$ cat config.mk
export PLATFORM = sky130hd
export DESIGN_NAME = pipe_stage_reg
export DESIGN_NICKNAME = d
export VERILOG_FILES = /design/src/rtl/pipe_stage_reg.sv
export SDC_FILE = /design/constraint.sdc
export NUM_CORES = 1
export LEC_CHECK = 0
export ABC_AREA = 1
export CORE_MARGIN = 2
export CORE_UTILIZATION = 40
export CTS_BUF_LIST = sky130_fd_sc_hd__clkbuf_4 sky130_fd_sc_hd__clkbuf_8
export DETAILED_ROUTE_END_ITERATION = 12
export GPL_ROUTABILITY_DRIVEN = 0
export PLACE_DENSITY = 0.71
export REMOVE_ABC_BUFFERS = 1
export SYNTH_ARGS = -nofsm -noshare
export SYNTH_HDL_FRONTEND = slang
export SYNTH_SLANG_ARGS = --single-unit
$ cat constraint.sdc
create_clock -name clock -period 15.7 [get_ports clock]
set_clock_uncertainty 0.15 [all_clocks]
set_input_delay 1.57 -clock clock [delete_from_list [all_inputs] [get_ports clock]]
set_output_delay 1.57 -clock clock [all_outputs]
set_load 0.01 [all_outputs]
$ cat src/rtl/pipe_stage_reg.sv
// -----------------------------------------------------------------------------
// pipe_stage_reg
//
// Generic pipeline stage register with valid/ready flow control, an optional
// two-entry skid buffer, synchronous flush and a saturating squash counter.
// Placed at every stage boundary (IF/ID/EX/MEM/WB) with its own payload and
// control widths. A flush squashes held entries by clearing their valid and
// control bits; payload fields are left as-is.
//
// Parameters:
//   DATA_W  payload width, passed through unmodified
//   CTRL_W  control width, forced to zero in bubbles
//   SKID_EN 1 = main + skid register, in_ready from a flop
//           0 = main register only, in_ready combinational
//   CNT_W   squash counter width
//
// Ports:
//   clock       rising-edge clock
//   reset       asynchronous, active-high reset
//   in_valid    upstream entry valid
//   in_ready    stage can accept this cycle
//   in_data     upstream payload
//   in_ctrl     upstream control
//   flush       synchronous squash of held entries and same-cycle input
//   out_valid   downstream entry valid
//   out_ready   downstream accepts
//   out_data    payload to next stage
//   out_ctrl    control to next stage, zero whenever out_valid is low
//   occupancy   number of held entries (0..2)
//   squash_cnt  saturating count of valid entries killed by flush
//   squash_clr  synchronous clear of squash_cnt
// -----------------------------------------------------------------------------
module pipe_stage_reg #(
  parameter int DATA_W  = 128,
  parameter int CTRL_W  = 8,
  parameter int SKID_EN = 1,
  parameter int CNT_W   = 8
) (
  input  logic              clock,
  input  logic              reset,
  input  logic              in_valid,
  output logic              in_ready,
  input  logic [DATA_W-1:0] in_data,
  input  logic [CTRL_W-1:0] in_ctrl,
  input  logic              flush,
  output logic              out_valid,
  input  logic              out_ready,
  output logic [DATA_W-1:0] out_data,
  output logic [CTRL_W-1:0] out_ctrl,
  output logic [1:0]        occupancy,
  output logic [CNT_W-1:0]  squash_cnt,
  input  logic              squash_clr
);

  localparam logic             USE_SKID = (SKID_EN != 32'sd0);
  localparam logic [CNT_W-1:0] CNT_MAX  = '1;

  // Saturating add of a small increment (0..2) to the squash counter.
  function automatic logic [CNT_W-1:0] sat_add(input logic [CNT_W-1:0] base,
                                               input logic [1:0]       inc);
    logic [CNT_W:0] sum;
    sum = (CNT_W+1)'(base) + (CNT_W+1)'(inc);
    if (sum > (CNT_W+1)'(CNT_MAX)) begin
      return CNT_MAX;
    end else begin
      return sum[CNT_W-1:0];
    end
  endfunction

  // Storage state
  logic              main_valid_r, skid_valid_r;
  logic [DATA_W-1:0] main_data_r,  skid_data_r;
  logic [CTRL_W-1:0] main_ctrl_r,  skid_ctrl_r;
  logic [CNT_W-1:0]  squash_cnt_r;

  // Next-state values
  logic              main_valid_s, skid_valid_s;
  logic [DATA_W-1:0] main_data_s,  skid_data_s;
  logic [CTRL_W-1:0] main_ctrl_s,  skid_ctrl_s;
  logic [CNT_W-1:0]  squash_cnt_s;

  // Handshake terms
  logic       in_ready_s;
  logic       in_xfer_s;
  logic       out_xfer_s;
  logic       main_load_s;
  logic [1:0] squash_inc_s;

  // With the skid buffer, in_ready depends only on the skid valid flop, which
  // breaks the out_ready -> in_ready timing path between stages.
  assign in_ready_s   = USE_SKID ? ~skid_valid_r : (~main_valid_r | out_ready);
  assign in_xfer_s    = in_valid & in_ready_s & ~flush;
  assign out_xfer_s   = main_valid_r & out_ready;
  assign main_load_s  = ~main_valid_r | out_xfer_s;
  // An entry leaving downstream in the flush cycle completes its handshake,
  // so only entries that stay behind are counted as squashed.
  assign squash_inc_s = {1'b0, main_valid_r & ~out_ready} + {1'b0, skid_valid_r};

  // Next-state logic for the main and skid registers.
  always_comb begin
    main_valid_s = main_valid_r;
    main_data_s  = main_data_r;
    main_ctrl_s  = main_ctrl_r;
    skid_valid_s = skid_valid_r;
    skid_data_s  = skid_data_r;
    skid_ctrl_s  = skid_ctrl_r;
    if (flush) begin
      // Squash: drop valid and control, leave payload untouched.
      main_valid_s = 1'b0;
      main_ctrl_s  = '0;
      skid_valid_s = 1'b0;
      skid_ctrl_s  = '0;
    end else if (USE_SKID) begin
      if (main_load_s) begin
        if (skid_valid_r) begin
          // Older skid entry always goes first; in_ready is low so no input.
          main_valid_s = 1'b1;
          main_data_s  = skid_data_r;
          main_ctrl_s  = skid_ctrl_r;
          skid_valid_s = 1'b0;
          skid_ctrl_s  = '0;
        end else if (in_xfer_s) begin
          main_valid_s = 1'b1;
          main_data_s  = in_data;
          main_ctrl_s  = in_ctrl;
        end else begin
          main_valid_s = 1'b0;
          main_ctrl_s  = '0;
        end
      end else if (in_xfer_s) begin
        // Main is stalled and skid is known empty (in_ready was high).
        skid_valid_s = 1'b1;
        skid_data_s  = in_data;
        skid_ctrl_s  = in_ctrl;
      end else begin
        skid_valid_s = skid_valid_r;
      end
    end else begin
      if (in_xfer_s) begin
        main_valid_s = 1'b1;
        main_data_s  = in_data;
        main_ctrl_s  = in_ctrl;
      end else if (out_xfer_s) begin
        main_valid_s = 1'b0;
        main_ctrl_s  = '0;
      end else begin
        main_valid_s = main_valid_r;
      end
    end
  end

  // Next-state logic for the squash counter; a clear coinciding with a flush
  // restarts the count from this cycle's squashed entries.
  always_comb begin
    squash_cnt_s = squash_cnt_r;
    if (squash_clr) begin
      if (flush) begin
        squash_cnt_s = sat_add('0, squash_inc_s);
      end else begin
        squash_cnt_s = '0;
      end
    end else if (flush) begin
      squash_cnt_s = sat_add(squash_cnt_r, squash_inc_s);
    end else begin
      squash_cnt_s = squash_cnt_r;
    end
  end

  // State registers with asynchronous reset.
  always_ff @(posedge clock or posedge reset) begin
    if (reset) begin
      main_valid_r <= 1'b0;
      main_data_r  <= '0;
      main_ctrl_r  <= '0;
      skid_valid_r <= 1'b0;
      skid_data_r  <= '0;
      skid_ctrl_r  <= '0;
      squash_cnt_r <= '0;
    end else begin
      main_valid_r <= main_valid_s;
      main_data_r  <= main_data_s;
      main_ctrl_r  <= main_ctrl_s;
      skid_valid_r <= skid_valid_s;
      skid_data_r  <= skid_data_s;
      skid_ctrl_r  <= skid_ctrl_s;
      squash_cnt_r <= squash_cnt_s;
    end
  end

  assign in_ready   = in_ready_s;
  assign out_valid  = main_valid_r;
  assign out_data   = main_data_r;
  assign out_ctrl   = main_ctrl_r;
  assign occupancy  = {1'b0, main_valid_r} + {1'b0, skid_valid_r};
  assign squash_cnt = squash_cnt_r;

endmodule

Word-level counts from Yosys, hierarchy flattened
Index checks and enable logic that the tools add are counted.
Cells by class
  magnitude comparators: 2
  equality and inequality tests: 1
  multiplexer cells: 22
  $add $sub $neg: 3
  reduce and logical (&&, ||, !) cells: 7
  bitwise gates (word level): 10
Operators by type and width (count)
  $mux W128: 2
  $mux W8: 13
  $add A8 B2 Y9: 1
  $gt A9 B8 Y1 const B: 1
  $gt A2 B8 Y1 const B: 1
  $mux W1: 7
  $reduce_and A3 Y1: 2
  $reduce_bool A2 Y1: 3
  $not A1 Y1: 5
  $add A1 B1 Y2: 2
  $and A1 B1 Y1: 4
  $ne A3 B3 Y1 const B: 1
  $reduce_bool A3 Y1: 1
  $reduce_and A2 Y1: 1
  $or A1 B1 Y1: 1
Word-level totals
  output and inout bits: 148
  register bits after elaboration: 282
  word-level logic and storage cells: 52
  bits of input ports: 142

Logic depth before layout (Yosys ltp)
  word-level depth: 8
  gate-level depth with buffers: 15
  gate-level depth less buffers: 13

Worst setup path before layout
Ideal clock, no wire load.
  kind: input port to flip-flop
  start point: input out_ready
  end point: register squash_cnt_r[2], in the netlist squash_cnt[2]
  library setup time: 83 ps
  stages on the path: 12
  path buffers: 2
  data required time: 15467 ps
  arrival: 3620 ps
  path slack: 11847 ps
  cells stage by stage: nor2_2 buf_2 buf_2 ha_1 ha_1 inv_1 fa_1 nor2_1 nand3_1 o21ai_0 nand2_1 o21ai_0
On the way
  word-level cells in the longest chain between the ends: 8
  elaborated cells between the ends (all ways): 11
  classes of those cells: add/sub: 2; order compare: 2; mux: 5; bitwise: 2
Ends and longest elaborated chain
  from (decl): line 47  | input logic out_ready,
  $not A1 Y1 (*): line 97  | assign squash_inc_s = {1'b0, main_valid_r & ~out_ready} + {1'b0, skid_valid_r};
  $and A1 B1 Y1 (*): line 97
  $add A1 B1 Y2 (*): line 97
  $add A8 B2 Y9: line 62  | sum = (CNT_W+1)'(base) + (CNT_W+1)'(inc);
  $gt A9 B8 Y1: line 63  | if (sum > (CNT_W+1)'(CNT_MAX)) begin
  $mux W8: line 63
  $mux W8: line 162  | end else if (flush) begin
  $mux W8 (*): line 156  | if (squash_clr) begin
  to (signal assigned): line 186  | squash_cnt_r <= squash_cnt_s;
  to (decl): line 74  | logic [CNT_W-1:0] squash_cnt_r;
Mark *: on every way between the ends. The rest lies on a longest branch, timed or not. The select of a mux whose other input is x is not followed.
A chain may end at the register's enable or synchronous reset.

Final worst setup path
  start point: input out_ready
  end point: register skid_data_r[6]
On the way
  word-level cells in the longest chain between the ends: 4
Ends and longest elaborated chain
  $and A1 B1 Y1: line 93  | assign out_xfer_s = main_valid_r & out_ready;
  $or A1 B1 Y1: line 94  | assign main_load_s = ~main_valid_r | out_xfer_s;
  $not A1 Y1 (no line)
  $reduce_and A3 Y1 (no line)
  to (signal assigned): line 184  | skid_data_r <= skid_data_s;
  to (decl): line 72  | logic [DATA_W-1:0] main_data_r, skid_data_r;
Every way passes these cells.

==> results.sh <==
export IMPL_fin_nets=1953
export IMPL_worstSkewPairLatency_ns=0.54
export IMPL_max_cap_violations=0
export IMPL_antenna_found_initial=0
export IMPL_drive_gt1_share_pct=5.39
export IMPL_synth_most_common_cell="nand2_1"
export IMPL_p_switching_w=0.000557
export IMPL_synth_common_cells="nand2_1, dfrtp_1, o21ai_0"
export IMPL_routed_wl_mm=31.5
export IMPL_stdcell_area_sq_um=16400
export IMPL_intPower_w=0.00145
export IMPL_ios=290
export IMPL_crit_fanout=90
export IMPL_critPathKind="input port to flop"
export IMPL_drv_slew=0
export IMPL_cts_buffers=47
export IMPL_dieHeight_um=181
export IMPL_drtIter0Drc=722
export IMPL_worstPathArrival_ns=4.67
export IMPL_power_frac_comb_pct=19.5
export IMPL_cp_required_ns=15.93
export IMPL_grt_overflow_total=0
export IMPL_vias=10723
export IMPL_n_antenna_cell=0
export IMPL_synth_top_cell_area_share_pct=56.3
export IMPL_grt_pass1_vias=10618
export IMPL_seqPwrFrac_pct=47.8
export IMPL_ys_flop_type="dfrtp_1"
export IMPL_totalPowerFinal_w=0.00201
export IMPL_synth_top_cells_by_area="dfrtp_1, nand2_1, o21ai_0, o21ai_1, inv_1"
export IMPL_rows=64
export IMPL_dp_cells=2153
export IMPL_fin_setup_tns_ns=0
export IMPL_power_clock_fraction_pct=32.7
export IMPL_ys_async_sr_fraction_pct=100
export IMPL_crit_chain="clkdlybuf4s50_1 -> nor2_2 -> nand3_4 -> buf_4 -> nand2_1 -> o21ai_1"
export IMPL_min_period_ns=4.44
export IMPL_min_path_type="flop to flop"
export IMPL_root_buffer="clkbuf_8"
export IMPL_irDropWorstVdd_mv=0.0497
export IMPL_io_buffers=289
export IMPL_clock_path_buffers=3
export IMPL_ys_ff_latch=282
export IMPL_finalSetupViolCount=0
export IMPL_fin_util_pct=53.4
export IMPL_ant_nets=0
export IMPL_period_share_pct=28.3
export IMPL_synthCells=1549
export IMPL_grt_pass1_wl_mm=52.9
export IMPL_slew_headroom_pct=30.6
export IMPL_slowest_stage="nand3_4"
export IMPL_fmax_mhz=225
export IMPL_drc=0
export IMPL_clock_sinks=282
export IMPL_power_density_nw_per_um2=122
export IMPL_avgSynthCellArea_sq_um=8.10
export IMPL_clk_pin_slew_ns=0.06
export IMPL_firstDrtPassIters=5
export IMPL_yosysWarnings=0
export IMPL_netlist_area_sq_um=12500
export IMPL_globalRouteTotalUtil_pct=19.4
export IMPL_worstMarginPinSlew_ns=1.04
export IMPL_slowest_delay_ns=0.94
export IMPL_fp_coreArea_sq_um=30700
export IMPL_synth_edf_count=0
export IMPL_detail_route_vias_per_cell=4.80
export IMPL_hold_violations=0
export IMPL_fill_cells=2822
export IMPL_h_tree_depth=2
export IMPL_avgRoutedWirePerCell_um=14.1
export IMPL_ys_types=25
export IMPL_cts_resized_gates=0
export IMPL_grt_setup_unrepaired="false"
export IMPL_fin_cells=2232
export IMPL_die_x_um=181
export IMPL_dp_hpwl_mm=20.2
export IMPL_initial_core_util_pct=40.8
export IMPL_yosysSeqAreaShare_pct=56.3
export IMPL_postCtsHoldBufs=0
export IMPL_status="complete, no violations"
export IMPL_cts_tree="built"
export IMPL_p_sw_share_pct=27.7
export IMPL_post_cts_repair_setup_buffers=0
export IMPL_grt_start_max_net_pins=138
export IMPL_area_growth_pct=31.0
export IMPL_place_area_sq_um=15500
export IMPL_p_leak_nw=8.07
export IMPL_synth_top_area_cell="dfrtp_1"
export IMPL_endpoint_kind="flop"
export IMPL_startpoint_type="input port"
export IMPL_die_area_sq_um=32800
## registers in the layout, indices dropped and copies added, names as in the netlist
register,count
out_data,128
skid_data_r,128
out_ctrl,8
skid_ctrl_r,8
squash_cnt,8
out_valid,1
skid_valid_r,1
## per-stage QoR
stage | setup slack, ns | hold slack (ns)
after floorplan | 6.20 | 0.303
after global placement | 10.78 | 0.312
after detailed placement | 10.74 | 0.314
after CTS | 11.30 | 0.331
after global routing | 10.96 | 0.357
final | 11.26 | 0.329
## path summary, 6_finish.rpt
check,cells after the start,slack [ns],endpoint,start
worst max-delay path,6,11.26,skid_data_r[6],out_ready
worst min-delay path,2,0.33,out_data[89],out_data[89]
worst max register to register,6,12.30,skid_data_r[6],out_valid
worst min register to register,2,0.33,out_data[89],out_data[89]
max in group asynchronous,4,11.49,skid_data_r[109],reset
min in group asynchronous,2,1.46,out_ctrl[1],reset
## layer usage
metal  vias to the layer above  global-route usage, %  wire length, um
li1                       5314                      -                -
met4                         0                   6.34              777
met5                         -                      0                0
met2                       372                   30.5            14300
met3                        58                   4.05             2110
met1                      4979                   26.9            14400
## power groups by stage
stage	Clock [W]	Combinational, W	Sequential [W]
2_1_floorplan	0	0.000166	0.000978
3_3_place_gp	0	0.000384	0.000965
3_5_place_dp	0	0.000397	0.000967
4_1_cts	0.000677	0.000397	0.000959
5_1_grt	0.000712	0.000439	0.000977
6_report	0.000658	0.000391	0.000960
## logic make-up (layout without fill, tap and decap cells)
logic type	count (synthesis)	after routing	synth area share, %
AOI/OAI and AO/OA	289	289	11.7
adders and majority gates	5	5	0.559
buffers and inverters	245	532	9.02
and+or+nand+nor	728	728	22.5
DFF	282	282	56.3
## cells in the final DEF (no fill, tap or decap)
cell type,instances
nand2_1,684
clkdlybuf4s50_1,289
dfrtp_1,281
o21ai_0,163
inv_1,152
o21ai_1,117
clkbuf_8,59
nand3_1,24
clkbuf_4,18
buf_4,9
nand4_1,8
nor2_1,7
a21oi_1,4
ha_1,4
nor2_2,2
clkinv_2,2
nor2_8,1
nand3_4,1
nor2_4,1
o21ai_4,1
inv_4,1
inv_2,1
inv_8,1
o21ai_2,1
a21o_1,1
o211ai_1,1
a31oi_1,1
fa_1,1
dfrtp_4,1
## critical path, delay by kind of cell
family                 cells  cell delay [ns]
buffers and inverters      2             1.10
and+or+nand+nor            3             1.84
AOI/OAI and AO/OA          1             0.07
## final cells by class
cell class / instances / area (sq um) / area share [%]
flip-flops and latches: 282 / 7060 / 43.0
multi-input cells: 1022 / 4360 / 26.6
repair buffers: 298 / 2960 / 18.0
clock buffers: 77 / 947 / 5.77
inverters: 155 / 592 / 3.60
well taps: 396 / 495 / 3.02
clock inverters: 2 / 10.0 / 0.0609
Note: power is estimated with default switching activity, not from simulation.
